==> src/rtl/trisc_datapath.sv <==
// TRISC datapath: PC, MDR, IR, ACC, ALU and single-port program/data memory.
// Optional: define TRISC_CARRY_FLAG_EN to add the CARRY output and its register.
module trisc_datapath #(
    parameter int DW = 8,
    parameter int AW = 5
) (
    input  logic          clk,
    input  logic          CLR_n,
    input  logic          C0,
    input  logic          C1,
    input  logic          C2,
    input  logic          C3,
    input  logic          C4,
    input  logic          C5,
    input  logic          C42,
    input  logic          C6,
    input  logic          C7,
    input  logic          C8,
    input  logic          C9,
    input  logic          C10,
    input  logic          C11,
    output logic          INCA,
    output logic          CLRA,
    output logic          LDA,
    output logic          STA,
    output logic          ADD,
    output logic          JMP,
    output logic [DW-1:0] ACC_out,
    output logic [AW-1:0] PC_out,
`ifdef TRISC_CARRY_FLAG_EN
    output logic          CARRY,
`endif
    output logic          ERR
);

    localparam int DEPTH = 1 << AW;

    typedef enum logic [2:0] {
        OP_INCA = 3'b000,
        OP_CLRA = 3'b001,
        OP_LDA  = 3'b010,
        OP_STA  = 3'b011,
        OP_ADD  = 3'b100,
        OP_JMP  = 3'b101,
        OP_NOP6 = 3'b110,
        OP_NOP7 = 3'b111
    } op_e;

    logic [DW-1:0] mem_q [DEPTH];
    logic [DW-1:0] rdata_q, rdata_d;
    logic [DW-1:0] mdr_q, mdr_d;
    logic [DW-1:0] acc_q, acc_d;
    logic [AW-1:0] pc_q, pc_d;
    op_e           ir_q, ir_d;
    logic          err_q, err_d;
    logic [AW-1:0] addr;
    logic [DW-1:0] alu_res;
    logic          mem_wr;
`ifdef TRISC_CARRY_FLAG_EN
    logic          carry_q, carry_d;
    logic [DW:0]   alu_full;
`endif

    assign addr   = C3 ? mdr_q[AW-1:0] : pc_q;
    assign mem_wr = C4 & C5;

    always_comb begin
`ifdef TRISC_CARRY_FLAG_EN
        // Extra top bit is the carry on add and the borrow on subtract.
        alu_full = C6 ? ({1'b0, acc_q} - {1'b0, mdr_q}) : ({1'b0, acc_q} + {1'b0, mdr_q});
        alu_res  = alu_full[DW-1:0];
`else
        alu_res  = C6 ? (acc_q - mdr_q) : (acc_q + mdr_q);
`endif
    end

    always_comb begin
        rdata_d = rdata_q;
        if (C4 && !C5) rdata_d = mem_q[addr];

        mdr_d = C42 ? rdata_q : mdr_q;
        ir_d  = C7 ? op_e'(mdr_q[DW-1:AW]) : ir_q;

        pc_d = pc_q;
        if (C0)      pc_d = '0;
        else if (C1) pc_d = mdr_q[AW-1:0];
        else if (C2) pc_d = pc_q + 1'b1;

        acc_d = acc_q;
        if (C8)       acc_d = '0;
        else if (C9)  acc_d = acc_q + 1'b1;
        else if (C11) acc_d = C10 ? alu_res : mdr_q;

`ifdef TRISC_CARRY_FLAG_EN
        // Follows ACC priority: only an ALU result actually landing in ACC updates it.
        carry_d = carry_q;
        if (C8)                   carry_d = 1'b0;
        else if (!C9 && C11 && C10) carry_d = alu_full[DW];
`endif

        err_d = err_q | (C0 & C1) | (C0 & C2) | (C1 & C2)
                      | (C8 & C9) | (C8 & C11) | (C9 & C11)
                      | (C42 & C4 & C5);
    end

    always_ff @(posedge clk) begin
        if (mem_wr) mem_q[addr] <= acc_q;
    end

    always_ff @(posedge clk or negedge CLR_n) begin
        if (!CLR_n) begin
            rdata_q <= '0;
            mdr_q   <= '0;
            acc_q   <= '0;
            pc_q    <= '0;
            ir_q    <= OP_NOP7;
            err_q   <= 1'b0;
`ifdef TRISC_CARRY_FLAG_EN
            carry_q <= 1'b0;
`endif
        end else begin
            rdata_q <= rdata_d;
            mdr_q   <= mdr_d;
            acc_q   <= acc_d;
            pc_q    <= pc_d;
            ir_q    <= ir_d;
            err_q   <= err_d;
`ifdef TRISC_CARRY_FLAG_EN
            carry_q <= carry_d;
`endif
        end
    end

    always_comb begin
        INCA = 1'b0;
        CLRA = 1'b0;
        LDA  = 1'b0;
        STA  = 1'b0;
        ADD  = 1'b0;
        JMP  = 1'b0;
        case (ir_q)
            OP_INCA: INCA = 1'b1;
            OP_CLRA: CLRA = 1'b1;
            OP_LDA:  LDA  = 1'b1;
            OP_STA:  STA  = 1'b1;
            OP_ADD:  ADD  = 1'b1;
            OP_JMP:  JMP  = 1'b1;
            default: ;
        endcase
    end

    assign ACC_out = acc_q;
    assign PC_out  = pc_q;
    assign ERR     = err_q;
`ifdef TRISC_CARRY_FLAG_EN
    assign CARRY   = carry_q;
`endif

endmodule

==> config.mk <==
export PLATFORM = sky130hd
export DESIGN_NAME = trisc_datapath
export DESIGN_NICKNAME = d
export VERILOG_FILES = /design/src/rtl/trisc_datapath.sv
export SDC_FILE = /design/constraint.sdc
export NUM_CORES = 1
export LEC_CHECK = 0
export ABC_AREA = 1
export CORE_UTILIZATION = 60
export CTS_BUF_LIST = sky130_fd_sc_hd__clkbuf_8
export DETAILED_ROUTE_END_ITERATION = 8
export GPL_ROUTABILITY_DRIVEN = 1
export PLACE_DENSITY = 0.81
export SETUP_SLACK_MARGIN = 0.3
export SLEW_MARGIN = 20
export SYNTH_ARGS = -nofsm -noshare
export SYNTH_HDL_FRONTEND = slang
export SYNTH_SLANG_ARGS = --single-unit
==> constraint.sdc <==
create_clock -name clk -period 6 [get_ports clk]
set_clock_uncertainty 0.15 [all_clocks]
set_input_delay 1.8 -clock clk [delete_from_list [all_inputs] [get_ports clk]]
set_output_delay 1.8 -clock clk [all_outputs]
set_load 0.005 [all_outputs]
==> impl_metrics.ini, run 1 <==
[outcome]
status = finished clean

[timing]
finalHoldViolCount = 0
relSlewSlack_pct = 38.65
tns_ns = 0
grt_setup_unrepaired = false
slew_violations = 0
finalCritPeriodShare_pct = 80.59
period_needed_ns = 4.835
worst_pin_slew_ns = 0.9202
report.final.setup_viol = 0
max_freq_ghz = 0.2068

[grt]
grt_first_pass_wirelength_um = 49570
grt_pass1_vias = 9408
grt-ovfl-total = 0
antenna_found_initial = 0
grt_usage_pct = 29.30
grt_max_degree = 70

[setup_path]
worstSetupEndpointType = flop
cp_data_arrival_time_ns = 4.88
critPathRequiredTime_ns = 6.04
startpoint_type = primary input
reg2regPathDepth = 5
worst-setup-path-type = in2reg
critPathMaxFanout = 16

[pwr]
irDropWorstVdd_mv = 0.2689
internal-power_mw = 3.493
seq_power_share_pct = 47.7
switchingPower_mw = 1.547
switching_share_pct = 30.70
p_comb_share_pct = 21.8
powerDensity_mw_per_mm2 = 344.2
leakage_nw = 6.223
clockPowerShare_pct = 30.5

[synthesis]
synth_xor_area_share_pct = 0.6628
synthAdderAreaFrac_pct = 1.098
syn_inst = 1363
ys_ff_latch = 289
synthSimpleGateAreaFrac_pct = 26.48
synth_area_leaders = edfxtp_1, nand2_1, dfrtp_1
synth_top_family_by_area = simple AND/OR/NAND/NOR gates
synthDistinctLibCells = 38
synth_compound_area_share_pct = 3.266
synth_area_sq_mm = 0.01322
yosysWarnings = 0
syn_nets = 1389
yosys.area.top_type_share_pct = 58.17
yosysSeqAreaShare_pct = 64.45
synth_largest_area_cell = edfxtp_1
synth.avg_cell_area_sq_um = 9.696
muxShareOfSynthArea_pct = 0.08521

[clock_tree]
cts_buffer_depth = 3
cts_made_buffers = 45
h-tree-depth = 2
ctsResizeCount = 0
clock_latency_ns = 0.57
clkTransAtPathRegs_ns = 0.06
root_buffer = clkbuf_8
cts.sinks = 289
cts_tree = done
ctsHoldBuffers = 0
post_cts_buffers = 0

[die]
num_rows = 53
die_w_um = 150.4
die-area_sq_mm = 0.02262
ioPinCount = 35
core_sq_mm = 0.02129
die_y_um = 150.4
start_util_pct = 62.08

[drt]
drc_errors = 0
wire_per_inst_um = 18.24
dr.pass1.iters = 5
routed_via_density = 5.664
drt-initial-drc-count = 1031
ant_nets = 0
routed_wl_um = 31310
vias = 9725

[placed_design]
place.gp.congestion = 0.8982
port_buffers = 34
placed_area_sq_mm = 0.01382
dp_hpwl_um = 19120

[cells_and_area]
design_area_sq_mm = 0.01464
area_delta_synth_final_pct = 10.80
fin_nets = 1439
diodes = 0
drive_gt1_share_pct = 7.767

[worst_hold_path]
min_path_type = reg2reg
whs_path_depth = 2

[job]
maxCapViolations = 0
-- final timing paths --
kind | startpoint | endpoint | slack [ns]
worst max-delay path | C3 | mem_q[20][7] | 1.16
worst min-delay path | mdr_q[6] | ir_q[1] | 0.34
worst max register to register | PC_out[0] | mem_q[20][7] | 2.87
worst min register to register | mdr_q[6] | ir_q[1] | 0.34
max in group asynchronous | CLR_n | ir_q[0] | 3.87
min in group asynchronous | CLR_n | PC_out[0] | 1.49
-- layer usage --
metal / global-route usage [%] / up-vias / part of all wire [%]
met3: 5.061 / 86 / 8.7
li1: - / 4609 / -
met1: 40.02 / 4587 / 40
met5: 0 / - / 0
met2: 46.66 / 443 / 48
met4: 12.42 / 0 / 3.2
-- stage by stage --
stage	hold WS (ns)	setup WS, ns	total power, mW	util [%]	std cells
after floorplan	0.2957	2.321	3.157	-	1363
after global placement	0.3187	0.7867	3.494	64.92	1641
after detailed placement	0.3309	0.6978	3.524	64.92	1641
after global routing	0.3916	0.9685	5.272	68.79	1717
after CTS	0.3447	1.282	5.042	68.79	1717
final	0.3421	1.165	5.041	68.79	1717
-- cell type report --
type	count	area, sq um
well taps	275	344.1
clock inverters	28	163.9
multi-input cells	952	4190
flip-flops and latches	289	8517
clock buffers	48	660.6
fillers	1571	6644
repair buffers	56	505.5
inverters	69	261.5
-- critical path, cell delays in order --
cell and delay (ns):
clkdlybuf4s50_1 0.80, inv_2 0.20, nand2_1 0.40, nand2_2 0.32, nand3_1 0.54, nor2_1 0.80
-- cell families after synthesis --
family,Yosys count
buffers and inverters,122
adder cells (fa/ha/maj),11
XOR/XNOR,10
multiplexers,1
flip-flops,289
AO/OA/AOI/OAI,73
AND/OR/NAND/NOR,857
-- state kept, by name, summed over array words and instances (netlist names) --
signal and cells:
ir_q 3, ERR 1, mdr_q 8, PC_out 5
mem_q 256, ACC_out 8, rdata_q 8
-- power by group through the flow --
stage | clock (mW) | combinational (mW) | sequential (mW)
floorplan | 0 | 0.699 | 2.46
global placement | 0 | 1.05 | 2.44
detailed placement | 0 | 1.08 | 2.44
CTS | 1.55 | 1.09 | 2.40
global route | 1.63 | 1.23 | 2.41
finish | 1.54 | 1.10 | 2.41
-- cell usage after synthesis --
cell type and instances:
nand2_1 640, edfxtp_1 256, nand3_1 119, inv_1 66, nor2_1 64, o21ai_0 36
dfrtp_1 30, buf_2 29, clkbuf_1 20, a21oi_1 17, ha_1 10, or2_2 9
nor3_1 7, xor2_1 6, nand2_2 5, o21ai_2 5, o22ai_1 5, nor3_2 4
nor3_4 4, xnor2_1 4, buf_6 3, dfstp_2 3, nand4_1 3, inv_2 2
nand3b_1 2, o211ai_1 2, a21oi_2 1, a221oi_1 1, a32o_1 1, buf_4 1
fa_1 1, inv_4 1, mux2_2 1, o2111ai_1 1, o21a_1 1, o21ai_4 1
o21bai_1 1, o221ai_1 1
-- placed cells by master (no fill, tap or decap), types with 9 or more instances in the layout --
cell type and instances:
a21oi_1 17, buf_4 22, clkbuf_8 48, clkdlybuf4s50_1 34, dfrtp_1 30, edfxtp_1 256, ha_1 10, inv_1 83
nand2_1 639, nand3_1 119, nor2_1 64, o21ai_0 36, or2_2 9
(Power assumes the default switching activity.)
==> run 2, diff against run 1 <==
CORE_UTILIZATION = 58   (was 60)
PLACE_DENSITY = 0.82   (was 0.81)
clock period = 3.9 ns   (was 6 ns; I/O delays follow)
==> run 2 against run 1 <==
Non-clock buffer count rose by 43. Clock-buffer cell count did not move. First-iteration DRC count fell by 0.29%. Sequential power rose by 54%. Cell count rose by 3.0%. Critical path depth fell by 5. Via count rose by 1.9%. Largest cell class unchanged.
==> impl_metrics.ini, run 2 (synthesis results as in run 1) <==
[timing]
finalCritPeriodShare_pct = 84.02
grt_setup_unrepaired = false
tns_ns = 0
period_needed_ns = 3.277
fin_hold_ws_ns = 0.3601
max_freq_ghz = 0.3052
relSlewSlack_pct = 55.72
worst_pin_slew_ns = 0.6624
finalHoldViolCount = 0
slew_violations = 0
report.final.setup_viol = 0

[clock_tree]
post_cts_buffers = 0
h-tree-depth = 2
ctsHoldBuffers = 0
ctsResizeCount = 0
cts_made_buffers = 47
cts_tree = done
cts_buffer_depth = 3
clkTransAtPathRegs_ns = 0.06
root_buffer = clkbuf_8
clock_latency_ns = 0.55
cts.sinks = 289

[placed_design]
dp_hpwl_um = 19490
port_buffers = 34
place.gp.congestion = 0.8962

[setup_path]
crit_buf_inv = 1
worst_r2r_startpoint = mdr_q[0]
crit_slowest_cell = dfrtp_1
critPathTopFamily = flip-flops
r2r-end = ACC_out[7]
crit_path_cell_trace = clkdlybuf4s50_1
critPathMaxFanout = 11
worst-setup-path-type = reg2out
worstSetupEndpointType = primary output
reg2reg_slack_ns = 1.10
cp_data_arrival_time_ns = 1.96
startpoint_type = flop
reg2regPathDepth = 16
slowest_delay_ns = 0.77
critPathRequiredTime_ns = 2.58

[die]
core_sq_mm = 0.02209
num_rows = 54
die_y_um = 152.9
die_w_um = 152.9
start_util_pct = 59.81
ioPinCount = 35
die-area_sq_mm = 0.02339

[pwr]
irDropWorstVdd_mv = 0.3989
leakage_nw = 6.504
powerDensity_mw_per_mm2 = 530.2

[cells_and_area]
largest-register = mem_q
fin_nets = 1484
multi_input_comb_area_sq_mm = 0.004190
most-common-layout-cells = nand2_1, edfxtp_1, nand3_1, inv_1, nor2_1
nFillCells = 1623
area_delta_synth_final_pct = 14.27
drive_gt1_share_pct = 10.88
register_area_sq_mm = 0.008517
layout_commonest_cell = nand2_1
diodes = 0
largest_reg_flops = 256

[outcome]
status = finished clean

[drt]
routed_via_density = 5.603
wire_per_inst_um = 18.13
routed_wl_um = 32070
drc_errors = 0
dr.pass1.iters = 6
vias = 9912
ant_nets = 0
drt-initial-drc-count = 1028

[grt]
grt_max_degree = 70
grt_pass1_vias = 9924
grt_usage_pct = 28.74
grt-ovfl-total = 0
antenna_found_initial = 0
grt_first_pass_wirelength_um = 51720

[worst_hold_path]
min_path_type = reg2reg
min_from = mdr_q[6]
min_to = ir_q[1]
whs_path_depth = 2

[job]
maxCapViolations = 0
## run 2: cell types whose count changed in the layout (fill, tap and decap cells not counted)
cell and delta:
inv_1 -1, clkinvlp_4 +2, buf_12 +4, clkinv_1 -2
clkinv_2 +3, buf_4 +39, bufinv_16 +2
## run 2: area by class of cell
class / count / area share (%)
inverters: 69 / 1.732
clock inverters: 32 / 1.607
clock buffers: 48 / 4.375
well taps: 280 / 2.320
repair buffers: 99 / 5.817
flip-flops and latches: 289 / 56.40
multi-input cells: 952 / 27.75
## run 2: metrics by stage
stage	setup WS, ns	util [%]	power [mW]	instance area (sq um)	cells
2_1_floorplan	0.8509	-	4.857	13220	1363
3_3_place_gp	0.1651	64.26	5.422	14200	1689
3_5_place_dp	0.1494	64.26	5.468	14200	1689
4_1_cts	0.6141	68.35	8.017	15100	1769
5_1_grt	0.5313	68.35	8.386	15100	1769
6_report	0.6232	68.35	8.006	15100	1769
## run 2: power by group
part / switching (mW) / internal, mW
registers: 0.110 / 3.59
logic: 1.18 / 0.562
clock network: 1.16 / 1.41
total: 2.45 / 5.56
## run 2: worst max path at each step
stage | start | end | slack (ns) | cells after the start
after CTS | ACC_out[0] | ACC_out[0] | 0.61 | 1
after global routing | ir_q[2] | ADD | 0.53 | 3
final | ACC_out[0] | ACC_out[0] | 0.62 | 1
after global placement | C3 | mem_q[14][1] | 0.17 | 9
after floorplan | C3 | mem_q[10][0] | 0.85 | 7
after detailed placement | C3 | mem_q[14][3] | 0.15 | 9
## run 2: routing by layer
layer	up-vias	GRT usage (%)	part of all wire [%]	wire, um
met1	4667	37.06	39	12580
met4	0	10.77	2.6	832
met5	-	0	0	0
li1	4699	-	-	-
met2	474	48.49	49	15590
met3	72	5.614	9.5	3058
==> run 3, diff against run 2 <==
clock period = 2.8 ns   (was 3.9 ns; I/O delays follow)
==> run 3 against run 2 <==
Non-clock buffer count grew 44. Critical path depth increased by 2. Sequential share of layout area fell by 2.9 points. Worst setup slack worse by 0.39 ns. Cell count grew 2.5%. Via count up 3.4%. Sequential power grew 39%. First-iteration DRC count decreased by 26%. Worst hold slack got worse by 0.019 ns. Largest power group unchanged.
==> impl_metrics.ini, run 3 (synthesis results as in run 1) <==
[timing]
grt_setup_unrepaired = true
max_freq_ghz = 0.3890
period_needed_ns = 2.571
finalCritPeriodShare_pct = 91.81
slew_violations = 0
finalHoldViolCount = 0
relSlewSlack_pct = 65.43
fin_hold_ws_ns = 0.3411
worst_pin_slew_ns = 0.5185
report.final.setup_viol = 0

[worst_hold_path]
min_path_type = reg2reg
whs_path_depth = 2
min_to = mdr_q[0]
min_from = rdata_q[0]

[drt]
ant_nets = 0
drt-initial-drc-count = 759
routed_wl_um = 35250
vias = 10250
dr.pass1.iters = 5
drc_errors = 0
wire_per_inst_um = 19.43
routed_via_density = 5.651

[grt]
antenna_found_initial = 1
grt_max_degree = 43
grt_first_pass_wirelength_um = 54320
grt_usage_pct = 30.57
grt_pass1_vias = 10120
grt-ovfl-total = 0

[setup_path]
reg2regPathDepth = 16
crit_start = ir_q[0]
critPathMaxFanout = 3
startpoint_type = flop
cp_data_arrival_time_ns = 1.58
worst-setup-path-type = reg2out
r2r-end = ACC_out[6]
worstSetupEndpointType = primary output
reg2reg_slack_ns = 0.39
worst_r2r_startpoint = mdr_q[1]
critPathRequiredTime_ns = 1.81

[placed_design]
dp_hpwl_um = 22400
port_buffers = 34
place.gp.congestion = 0.8940

[cells_and_area]
layout_commonest_cell = nand2_1
area_delta_synth_final_pct = 20.54
register_area_sq_mm = 0.008527
drive_gt1_share_pct = 18.64
nFillCells = 1533
diodes = 0
final_core_util_pct = 72.10
largest-register = mem_q
multi_input_comb_area_sq_mm = 0.004634
largest_reg_flops = 256
fin_nets = 1529
most-common-layout-cells = nand2_1, edfxtp_1, nand3_1, buf_4, inv_1

[job]
maxCapViolations = 0

[die]
core_sq_mm = 0.02209
die_w_um = 152.9
die_y_um = 152.9
num_rows = 54
start_util_pct = 59.81
die-area_sq_mm = 0.02339
ioPinCount = 35

[pwr]
clockPowerShare_pct = 28.2
irDropWorstVdd_mv = 0.5101
seq_power_share_pct = 44.8
switchingPower_mw = 3.711
internal-power_mw = 7.751
leakage_nw = 6.750
powerDensity_mw_per_mm2 = 719.6
p_comb_share_pct = 27.0
switching_share_pct = 32.37

[clock_tree]
clock_latency_ns = 0.57
cts.sinks = 289
clkTransAtPathRegs_ns = 0.07
cts_tree = done
root_buffer = clkbuf_8
cts_buffer_depth = 3
cts_made_buffers = 48
h-tree-depth = 2

[outcome]
status = finished clean
-- run 3: cell count changes in the layout (fill, tap and decap cells not counted), moves of 6 or more --
cell | before | now
nor2_1 | 64 | 29
nor2_4 | 0 | 33
buf_4 | 61 | 87
inv_1 | 82 | 66
inv_2 | 2 | 16
clkdlybuf4s50_1 | 34 | 21
buf_12 | 4 | 16
dfrtp_1 | 30 | 22
dfrtp_2 | 0 | 8
clkinv_1 | 4 | 11
dlygate4sd2_1 | 0 | 6
-- run 3: worst max-delay path by stage --
stage,slack (ns),cells after the start,to
after CTS,0.15,3,JMP
final,0.23,3,INCA
after detailed placement,-0.40,15,ACC_out[6]
after floorplan,0.23,7,mem_q[13][0]
after global routing,0.17,3,INCA
after global placement,-0.31,15,ACC_out[6]
-- run 3: repair_timing --
action,CTS,global route
setup endpoints to repair,17,71
pin swaps,0,18
resized for setup,38,39
hold buffers,0,0
cloned,0,1
buffers inserted,10,8
-- run 3: critical path, stage by stage, from the launching register on --
cell and delay, ns:
dfstp_2 0.39, buf_4 0.14, nor3_1 0.24, clkdlybuf4s15_1 0.25
-- run 3: metal layers --
metal	track usage, %	wire [um]
met5	0	0
met4	13.32	1100
met3	6.408	3242
met2	50.26	17110
met1	39.54	13800
-- run 3: power groups by stage --
stage | Sequential, mW | Clock [mW] | Combinational, mW
floorplan | 5.27 | 0 | 1.60
global route | 5.14 | 3.44 | 3.37
finish | 5.13 | 3.23 | 3.10
global placement | 5.23 | 0 | 2.77
detailed placement | 5.23 | 0 | 2.83
CTS | 5.13 | 3.27 | 2.92
-- run 3: metrics by stage --
stage	area [sq um]	TNS, ns	worst slack (ns)	std cells	power [mW]
detailed placement	14850	-45.03	-0.3998	1714	8.052
global placement	14850	-38.87	-0.3088	1714	7.997
floorplan	13540	0	0.2274	1363	6.862
global route	15930	0	0.1654	1814	11.95
finish	15930	0	0.2292	1814	11.46
CTS	15780	0	0.1502	1805	11.32
-- run 3: final cells by class --
cell class,count,area share [%]
clock inverter,32,0.8562
tap,280,2.199
timing repair buffer,143,8.444
multi-input combinational,952,29.09
clock buffer,49,4.234
inverter,69,1.642
sequential,289,53.53
